--- src/rtl/speed_meter_pkg.sv ---
// Shared bike-computer definitions: measurement FSM states, wheel constant
// and the speed width agreed between speed_meter and the max-speed tracker.
package speed_meter_pkg;

    typedef enum logic [1:0] {
        IDLE,
        ARMED,
        COUNT,
        DIVIDE
    } state_t;

    localparam int unsigned WHEEL_CIRC_MM = 2120;
    // km/h = circumference_mm * 3.6 / period_ms
    localparam int unsigned K_DEFAULT     = WHEEL_CIRC_MM * 36 / 10;
    localparam int unsigned SPEED_W       = 7;

endpackage

--- src/rtl/speed_meter_if.sv ---
// Speed-sample interface between speed_meter (producer) and its consumers.
interface speed_meter_if
    import speed_meter_pkg::*;
#(
    parameter int unsigned WIDTH = SPEED_W
);

    logic [WIDTH-1:0] speed;
    logic             speed_valid;
    logic             moving;

    modport master (output speed, speed_valid, moving);
    modport slave  (input  speed, speed_valid, moving);

endinterface

--- src/rtl/speed_meter_serial_divider.sv ---
// Unsigned restoring divider, one quotient bit per clock after a start pulse.
module serial_divider
    import speed_meter_pkg::*;
#(
    parameter int unsigned CNT_W = 16
) (
    input  logic             clk,
    input  logic             r,
    input  logic             start,
    input  logic [CNT_W-1:0] dividend,
    input  logic [CNT_W-1:0] divisor,
    output logic             busy,
    output logic             done,
    output logic [CNT_W-1:0] quotient
);

    localparam int unsigned STEP_W = (CNT_W > 1) ? $clog2(CNT_W) : 1;

    logic [CNT_W-1:0]  rem;
    logic [CNT_W-1:0]  quo;
    logic [CNT_W-1:0]  dsr;
    logic [STEP_W-1:0] step;
    logic              run;

    logic [CNT_W:0]    trial;
    logic              fits;
    logic [CNT_W-1:0]  rem_nx;
    logic [CNT_W-1:0]  quo_nx;

    always_comb begin
        trial  = {rem, quo[CNT_W-1]};
        fits   = (trial >= {1'b0, dsr});
        rem_nx = fits ? CNT_W'(trial - {1'b0, dsr}) : trial[CNT_W-1:0];
        quo_nx = {quo[CNT_W-2:0], fits};
    end

    // Result is taken from the last step combinationally, saving a cycle.
    assign busy     = run;
    assign done     = run && (step == STEP_W'(CNT_W - 1));
    assign quotient = quo_nx;

    always_ff @(posedge clk) begin
        if (!r) begin
            rem  <= '0;
            quo  <= '0;
            dsr  <= '0;
            step <= '0;
            run  <= 1'b0;
        end else if (start) begin
            rem  <= '0;
            quo  <= dividend;
            dsr  <= divisor;
            step <= '0;
            run  <= 1'b1;
        end else if (run) begin
            rem  <= rem_nx;
            quo  <= quo_nx;
            step <= step + STEP_W'(1);
            if (done)
                run <= 1'b0;
        end
    end

endmodule

--- src/rtl/speed_meter.sv ---
// Wheel-speed front end: reed synchroniser/debounce, period counter and
// km/h conversion through a serial divider, with timeout to zero speed.
module speed_meter
    import speed_meter_pkg::*;
#(
    parameter int unsigned WIDTH    = SPEED_W,
    parameter int unsigned CNT_W    = 16,
    parameter int unsigned K        = K_DEFAULT,
    parameter int unsigned DEBOUNCE = 20,
    parameter int unsigned TIMEOUT  = 3000
) (
    input  logic          clk,
    input  logic          r,
    input  logic          tick,
    input  logic          reed,
    speed_meter_if.master sp
);

    localparam logic [CNT_W-1:0] K_C    = CNT_W'(K);
    localparam logic [CNT_W-1:0] DEB_C  = CNT_W'(DEBOUNCE);
    localparam logic [CNT_W-1:0] TMO_C  = CNT_W'(TIMEOUT);
    localparam logic [CNT_W-1:0] TMO_M1 = CNT_W'(TIMEOUT - 1);

    logic             s1, s2, s2_d, rise_det;
    state_t           state, state_nx;
    logic [CNT_W-1:0] pcnt;
    logic [CNT_W-1:0] divisor;
    logic             start, discard;
    logic [WIDTH-1:0] speed_q;
    logic             valid_q;

    logic             busy, done;
    logic [CNT_W-1:0] quotient;
    logic [WIDTH-1:0] sat_speed;
    logic             qualified, accept, expire;

    serial_divider #(.CNT_W(CNT_W)) u_div (
        .clk      (clk),
        .r        (r),
        .start    (start),
        .dividend (K_C),
        .divisor  (divisor),
        .busy     (busy),
        .done     (done),
        .quotient (quotient)
    );

    always_ff @(posedge clk) begin
        if (!r) begin
            s1       <= 1'b0;
            s2       <= 1'b0;
            s2_d     <= 1'b0;
            rise_det <= 1'b0;
        end else begin
            s1       <= reed;
            s2       <= s1;
            s2_d     <= s2;
            rise_det <= s2 & ~s2_d;
        end
    end

    assign qualified = rise_det && (pcnt >= DEB_C);
    assign sat_speed = (|quotient[CNT_W-1:WIDTH]) ? '1 : quotient[WIDTH-1:0];

    always_comb begin
        state_nx = state;
        accept   = 1'b0;
        expire   = 1'b0;
        case (state)
            IDLE: begin
                if (rise_det) begin
                    accept   = 1'b1;
                    state_nx = ARMED;
                end
            end
            ARMED, COUNT: begin
                if (qualified) begin
                    accept   = 1'b1;
                    state_nx = DIVIDE;
                end else if ((pcnt >= TMO_C) || (tick && (pcnt == TMO_M1))) begin
                    expire   = 1'b1;
                    state_nx = IDLE;
                end
            end
            DIVIDE: begin
                accept = qualified;
                // Leaving on an idle divider guards against a lost done.
                if (done || !(busy || start))
                    state_nx = COUNT;
            end
            default: state_nx = IDLE;
        endcase
    end

    always_ff @(posedge clk) begin
        if (!r) begin
            state   <= IDLE;
            pcnt    <= '0;
            divisor <= '0;
            start   <= 1'b0;
            discard <= 1'b0;
            speed_q <= '0;
            valid_q <= 1'b0;
        end else begin
            state   <= state_nx;
            start   <= 1'b0;
            valid_q <= 1'b0;
            if (state == IDLE || accept || expire)
                pcnt <= '0;
            else if (tick)
                pcnt <= pcnt + CNT_W'(1);
            case (state)
                ARMED, COUNT: begin
                    if (accept) begin
                        divisor <= pcnt;
                        start   <= 1'b1;
                        discard <= 1'b0;
                    end else if (expire) begin
                        speed_q <= '0;
                        valid_q <= 1'b1;
                    end
                end
                DIVIDE: begin
                    // A boundary inside the division restarts the period
                    // measurement and makes the running result stale.
                    if (accept)
                        discard <= 1'b1;
                    if (done && !discard && !accept) begin
                        speed_q <= sat_speed;
                        valid_q <= 1'b1;
                    end
                end
                default: ;
            endcase
        end
    end

    assign sp.speed       = speed_q;
    assign sp.speed_valid = valid_q;
    assign sp.moving      = (state != IDLE);

endmodule

--- src/flat_wrapper.sv ---
// flat-port wrapper written by rule: the top's interface ports become plain ports
module speed_meter_flat import speed_meter_pkg::*;
#(
    parameter int unsigned WIDTH    = SPEED_W,
    parameter int unsigned CNT_W    = 16,
    parameter int unsigned K        = K_DEFAULT,
    parameter int unsigned DEBOUNCE = 20,
    parameter int unsigned TIMEOUT  = 3000
)
  (clk, r, tick, reed, sp_speed, sp_speed_valid, sp_moving);
  speed_meter_if #(.WIDTH(WIDTH)) sp_i ();
  input  logic clk;
  input  logic r;
  input  logic tick;
  input  logic reed;
  output wire logic [$bits(sp_i.speed)-1:0] sp_speed;
  output wire logic [$bits(sp_i.speed_valid)-1:0] sp_speed_valid;
  output wire logic [$bits(sp_i.moving)-1:0] sp_moving;
  assign sp_speed = sp_i.speed;
  assign sp_speed_valid = sp_i.speed_valid;
  assign sp_moving = sp_i.moving;
  speed_meter #(.WIDTH(WIDTH), .CNT_W(CNT_W), .K(K), .DEBOUNCE(DEBOUNCE), .TIMEOUT(TIMEOUT)) u_core (.clk(clk), .r(r), .tick(tick), .reed(reed), .sp(sp_i));
endmodule
--- config.mk ---
export PLATFORM = sky130hd
export DESIGN_NAME = speed_meter_flat
export DESIGN_NICKNAME = d
export VERILOG_FILES = /design/src/rtl/speed_meter_pkg.sv /design/src/rtl/speed_meter_if.sv /design/src/rtl/speed_meter_serial_divider.sv /design/src/rtl/speed_meter.sv /design/src/flat_wrapper.sv
export SDC_FILE = /design/constraint.sdc
export NUM_CORES = 1
export LEC_CHECK = 0
export ABC_AREA = 1
export CORE_UTILIZATION = 45
export CTS_BUF_LIST = sky130_fd_sc_hd__clkbuf_4 sky130_fd_sc_hd__clkbuf_8
export CTS_CLUSTER_DIAMETER = 60
export DETAILED_ROUTE_END_ITERATION = 10
export PLACE_DENSITY = 0.68
export SLEW_MARGIN = 20
export SYNTH_ARGS = -nofsm -noshare
export SYNTH_HDL_FRONTEND = slang
export SYNTH_SLANG_ARGS = --single-unit
--- constraint.sdc ---
create_clock -name clk -period 3.4 [get_ports clk]
set_input_delay 0.68 -clock clk [delete_from_list [all_inputs] [get_ports clk]]
set_output_delay 0.68 -clock clk [all_outputs]
set_load 0.01 [all_outputs]
==> impl_metrics.yaml, run 1 <==
clock_tree:
  cts_root_buf: "clkbuf_8"
  cts_resized: 0
  insertion_delay_ns: 0.37
  cts_tree: "built"
  htreeDepth: 3
  cts_setup_buffers: 0
  cts.sinks: 101
  cts.hold.buffers_added: 0
  cts_buffer_depth: 2
  numCtsBuffers: 9
  cts.reportedPaths.clkPinSlew_ns: 0.11
placed_design:
  gp_congestion: 0.876
  hpwlAfterDp_um: 8580
  place_ws_ns: 1.03
  port_buffers: 12
  placed_area_um2: 5620
global_route:
  overflow: 0
  grt_max_degree: 38
  grt_pass1_wl_um: 20100
  track_usage_pct: 19.7
  grt_pass1_vias: 4400
  antenna_found_initial: 0
worst_setup_path:
  crit_slowest_cell: "ha_1"
  worst_ep_arrival_time_ns: 2.64
  crit_path_max_incr_delay_ns: 0.39
  path_depth: 12
  cpMostUsedCell: "nor2_1"
  critPathCaptureType: "register"
  crit_path_cell_trace: "inv_1 -> ha_1 -> nand2_2 -> nor2_1 -> inv_1 -> nor3_4 -> nand2_4 -> nand2_2 -> nand2_2 -> nor2_1 -> nor2_1 -> nor2_1"
  r2r_cells: 12
  start_kind: "register"
  crit_family: "simple AND/OR/NAND/NOR gates"
  critPathRequiredTime_ns: 3.70
  path_class: "reg2reg"
  crit_buf_inv: 2
  cp_max_fo: 16
sta:
  fmax_ghz: 0.427
  finalCriticalPeriod_ns: 2.34
  hold_viol_final: 0
  drv_slew: 0
  fin_ws_ns: 1.06
  rsz0062_at_grt: "no"
  finalSetupViolCount: 0
  fin_worst_skew_ns: 0.0165
  fin_crit_sh_pct: 68.9
  finalSetupTns_ns: 0
  slew_headroom_pct: 51.6
  worst_pin_slew_ns: 0.720
logic_synthesis:
  syn_inst: 782
  synth_cell_type_count: 38
  ys_seq_area_share_pct: 37.1
  synth_area_leaders: "dfxtp_1 (37%), nand2_1 (12%), inv_1 (8.5%)"
  synth_flop_cell: "dfxtp_1"
  async_flop_share_pct: 0
  synth_edf_count: 0
  synth_seq_cells: 101
  yosysTopAreaCellShare_pct: 37.1
  syn_nets: 809
  syn_area_per_cell_um2: 6.97
  syn_area_um2: 5450
  yosysWarnings: 0
  synth_top_cell_by_area: "dfxtp_1"
floorplan:
  coreArea_um2: 11600
  chipWidth_um: 112
  die_h_um: 112
  fp-row-count: 39
  io_pins: 13
  start_util_pct: 46.9
  dieArea_um2: 12600
layout:
  final_area_um2: 5810
  fin_nets: 808
  drive_above_1_share_pct: 7.76
  diodes: 0
  nFillCells: 1179
  syn_to_final_growth_pct: 6.66
power_and_ir_drop:
  clockPowerShare_pct: 35.1
  p_sw_w: 0.000592
  seq_power_share_pct: 56.1
  peakVddDrop_v: 0.000251
  p_comb_share_pct: 8.8
  power.density_nw_per_um2: 369
  switching_share_pct: 27.6
  leakage_nw: 2.55
  internal_power_w: 0.00155
detailed_routing:
  detail_route.vias_per_cell: 5.09
  first_pass_iters: 7
  postRouteAntennaNets: 0
  drt_iter0_markers: 335
  wl_um: 11600
  wire_per_inst_um: 12.5
  drc: 0
  dr_total_vias: 4724
worst_hold_path:
  hold_class: "reg2reg"
  holdPathStages: 1
job:
  cap_violations: 0
status:
  outcome: "completed"
-- layout by cell type (no fill, tap or decap), types with 2 or more instances in the layout --
cell type and n:
and2_1 2, nand2_2 8, nand3_1 44, xnor2_1 6
inv_2 2, o21ai_0 48, dfxtp_1 101, clkdlybuf4s50_1 12
nor2_2 12, clkbuf_8 9, nand2_1 174, a21oi_1 75
nor3_1 10, nand3_2 3, nand2_4 4, inv_1 124
buf_4 6, a211oi_1 2, nor2_4 3, nand4_1 25
or2_2 3, inv_6 3, nor2_1 55, a221oi_1 6
ha_1 22, xor2_1 10, nor3_4 3
-- cell type report --
type	instances	area (um2)	area share, %
inverter	127	477	8.20
clock inverter	6	62.6	1.08
sequential	101	2020	34.8
timing repair buffer	18	165	2.84
tap	143	179	3.08
clock buffer	10	131	2.26
multi-input combinational	524	2780	47.8
-- worst paths after layout --
check,startpoint,endpoint,slack [ns]
worst max-delay path,u_core.u_div.dsr[11],u_core.u_div.rem[12],1.06
worst min-delay path,u_core.s2_d,u_core.rise_det,0.40
worst max register to register,u_core.u_div.dsr[11],u_core.u_div.rem[12],1.06
worst min register to register,u_core.s2_d,u_core.rise_det,0.40
-- layer usage --
layer	routed length [um]	vias up	global-route usage (%)
met5	0	-	0
met4	115	0	5.07
met3	532	11	3.94
met2	5340	96	32.5
met1	5610	2124	26.3
li1	-	2493	-
-- cell families after synthesis --
family                   Yosys count  share of synthesized area [%]
AND/OR/NAND/NOR                  348                           29.6
buffers and inverters            157                           12.0
AO/OA/AOI/OAI                    137                           13.3
flip-flops                       101                           37.1
adder cells (fa/ha/maj)           23                           5.42
XOR/XNOR                          16                           2.57
-- through the flow --
stage / total power [W] / utilization (%) / instances / hold slack (ns)
floorplan: 0.00137 / - / 782 / 0.368
detailed placement: 0.00142 / 48.4 / 913 / 0.383
global route: 0.00224 / 50.0 / 929 / 0.429
global placement: 0.00141 / 48.4 / 913 / 0.372
finish: 0.00214 / 50.0 / 929 / 0.401
CTS: 0.00216 / 50.0 / 929 / 0.400
-- flip-flops by register name (all words and copies together) (netlist names), 2 cells and up --
register	cells
u_core.divisor	16
u_core.pcnt	16
u_core.u_div.rem	16
u_core.u_div.step	4
u_core.state	2
u_core.u_div.dsr	16
u_core.sp.speed	7
u_core.u_div.quo	16
-- cell usage after synthesis, types with 8 or more instances --
library cell / n
a21oi_1: 75
clkbuf_1: 14
dfxtp_1: 101
ha_1: 22
inv_1: 124
nand2_1: 174
nand2_2: 8
nand3_1: 44
nand4_1: 25
nor2_1: 55
nor2_2: 12
nor3_1: 10
o21ai_0: 48
xor2_1: 10
-- power by group through the flow --
stage / registers, W / logic, W / clock network [W]
5_1_grt: 0.00120 / 0.000210 / 0.000827
4_1_cts: 0.00120 / 0.000187 / 0.000772
3_5_place_dp: 0.00123 / 0.000186 / 0
2_1_floorplan: 0.00123 / 0.000147 / 0
6_report: 0.00120 / 0.000189 / 0.000752
3_3_place_gp: 0.00123 / 0.000183 / 0
(Power assumes the default switching activity.)
==> run 2, diff against run 1 <==
==> constraint.sdc (replaced) <==
create_clock -name clk -period 2.2 [get_ports clk]
set_input_delay 0.44 -clock clk [delete_from_list [all_inputs] [get_ports clk]]
set_output_delay 0.44 -clock clk [all_outputs]
set_load 0.01 [all_outputs]
==> impl_metrics.yaml, run 2 (same netlist as run 1, synthesis figures left out) <==
layout:
  final_area_um2: 5950
  fin_nets: 820
  drive_above_1_share_pct: 9.65
  regArea_um2: 2020
  syn_to_final_growth_pct: 9.23
  multi_input_area_um2: 2790
  diodes: 0
  final_common_cell: "nand2_1"
  layout_common_cells: "nand2_1 (173), inv_1 (124), dfxtp_1 (101)"
  nFillCells: 1167
placed_design:
  port_buffers: 12
  placed_area_um2: 5710
  gp_congestion: 0.860
  hpwlAfterDp_um: 8900
detailed_routing:
  dr_total_vias: 4800
  drc: 0
  drt_iter0_markers: 282
  postRouteAntennaNets: 0
  wl_um: 11900
  first_pass_iters: 5
  detail_route.vias_per_cell: 5.10
  wire_per_inst_um: 12.6
worst_setup_path:
  critPathCaptureType: "primary output"
  worst_ep_arrival_time_ns: 1.69
  start_kind: "register"
  cp_max_fo: 3
  critPathRequiredTime_ns: 1.76
  path_class: "reg2out"
clock_tree:
  insertion_delay_ns: 0.37
  cts_tree: "built"
  cts.hold.buffers_added: 0
  cts.sinks: 101
  cts_root_buf: "clkbuf_8"
  cts_buffer_depth: 2
  htreeDepth: 3
  numCtsBuffers: 9
  cts.reportedPaths.clkPinSlew_ns: 0.10
power_and_ir_drop:
  total_power_w: 0.00342
  power.density_nw_per_um2: 574
  peakVddDrop_v: 0.000368
  leakage_nw: 2.62
sta:
  finalCriticalPeriod_ns: 2.13
  finalSetupViolCount: 0
  fin_worst_skew_ns: 0.0197
  finalSetupTns_ns: 0
  drv_slew: 0
  fin_crit_sh_pct: 96.7
  worst_pin_slew_ns: 0.588
  hold_viol_final: 0
  slew_headroom_pct: 60.7
  fmax_ghz: 0.470
floorplan:
  coreArea_um2: 11600
  die_h_um: 112
  chipWidth_um: 112
  fp-row-count: 39
  dieArea_um2: 12600
  start_util_pct: 46.9
  io_pins: 13
global_route:
  antenna_found_initial: 0
  track_usage_pct: 20.0
  overflow: 0
  grt_max_degree: 37
  grt_pass1_vias: 4538
  grt_pass1_wl_um: 20500
job:
  cap_violations: 0
status:
  outcome: "completed"
worst_hold_path:
  hold_class: "reg2reg"
==> run 2: cell types whose count changed in the layout (fill, tap and decap cells not counted), moves of 2 or more <==
cell and delta:
buf_12 +2, nor2_1 -2, inv_6 -2, buf_4 +10
nor2_2 +2
==> run 2: path summary, 6_finish.rpt <==
kind | cells after the start | endpoint | startpoint | slack [ns]
worst min register to register | 1 | u_core.rise_det | u_core.s2_d | 0.40
worst max-delay path | 4 | sp_moving | u_core.state[0] | 0.07
worst max register to register | 12 | u_core.u_div.rem[11] | u_core.u_div.dsr[11] | 0.15
worst min-delay path | 1 | u_core.rise_det | u_core.s2_d | 0.40
==> run 2: metrics by stage <==
| step | cells | util [%] | worst slack (ns) | hold slack, ns |
|---|---|---|---|---|
| 3_5_place_dp | 924 | 49.2 | 0.0738 | 0.388 |
| 4_1_cts | 940 | 51.0 | 0.0563 | 0.403 |
| 6_report | 941 | 51.2 | 0.0721 | 0.399 |
| 3_3_place_gp | 924 | 49.2 | 0.118 | 0.374 |
| 2_1_floorplan | 782 | - | 0.449 | 0.368 |
| 5_1_grt | 941 | 51.2 | -0.0338 | 0.424 |
==> run 2: critical path, stage by stage (launching register included) <==
cell and delay, ns:
dfxtp_1 0.37, inv_1 0.08, ha_1 0.25, inv_1 0.09
clkdlybuf4s50_1 0.54
==> run 2: where the power goes <==
part | leakage (nW) | switching, W | internal [W]
Clock | 0.104 | 0.000679 | 0.000561
Combinational | 1.70 | 0.000207 | 0.000114
Sequential | 0.814 | 0.00000988 | 0.00185
Total | 2.62 | 0.000897 | 0.00252
==> run 2: cell type report <==
type,instances,share of cell area (%)
sequential,101,34.0
clock buffer,10,2.21
clock inverter,6,1.30
multi-input combinational,524,46.8
tap,143,3.01
inverter,127,8.01
timing repair buffer,30,4.71
==> run 2: timing repair <==
action / 4_1_cts / 5_1_grt
endpoints found under the hold margin: 0 / 0
resized for setup: 0 / 4
buffers inserted: 0 / 1
setup endpoints to repair: 0 / 16
==> run 2: routing by layer <==
metal | share of wire [%] | up-vias | GRT usage (%)
met5 | 0 | - | 0
met4 | 1.8 | 0 | 8.44
met3 | 2.3 | 15 | 2.32
met2 | 46 | 67 | 32.5
met1 | 50 | 2197 | 26.9
li1 | - | 2521 | -
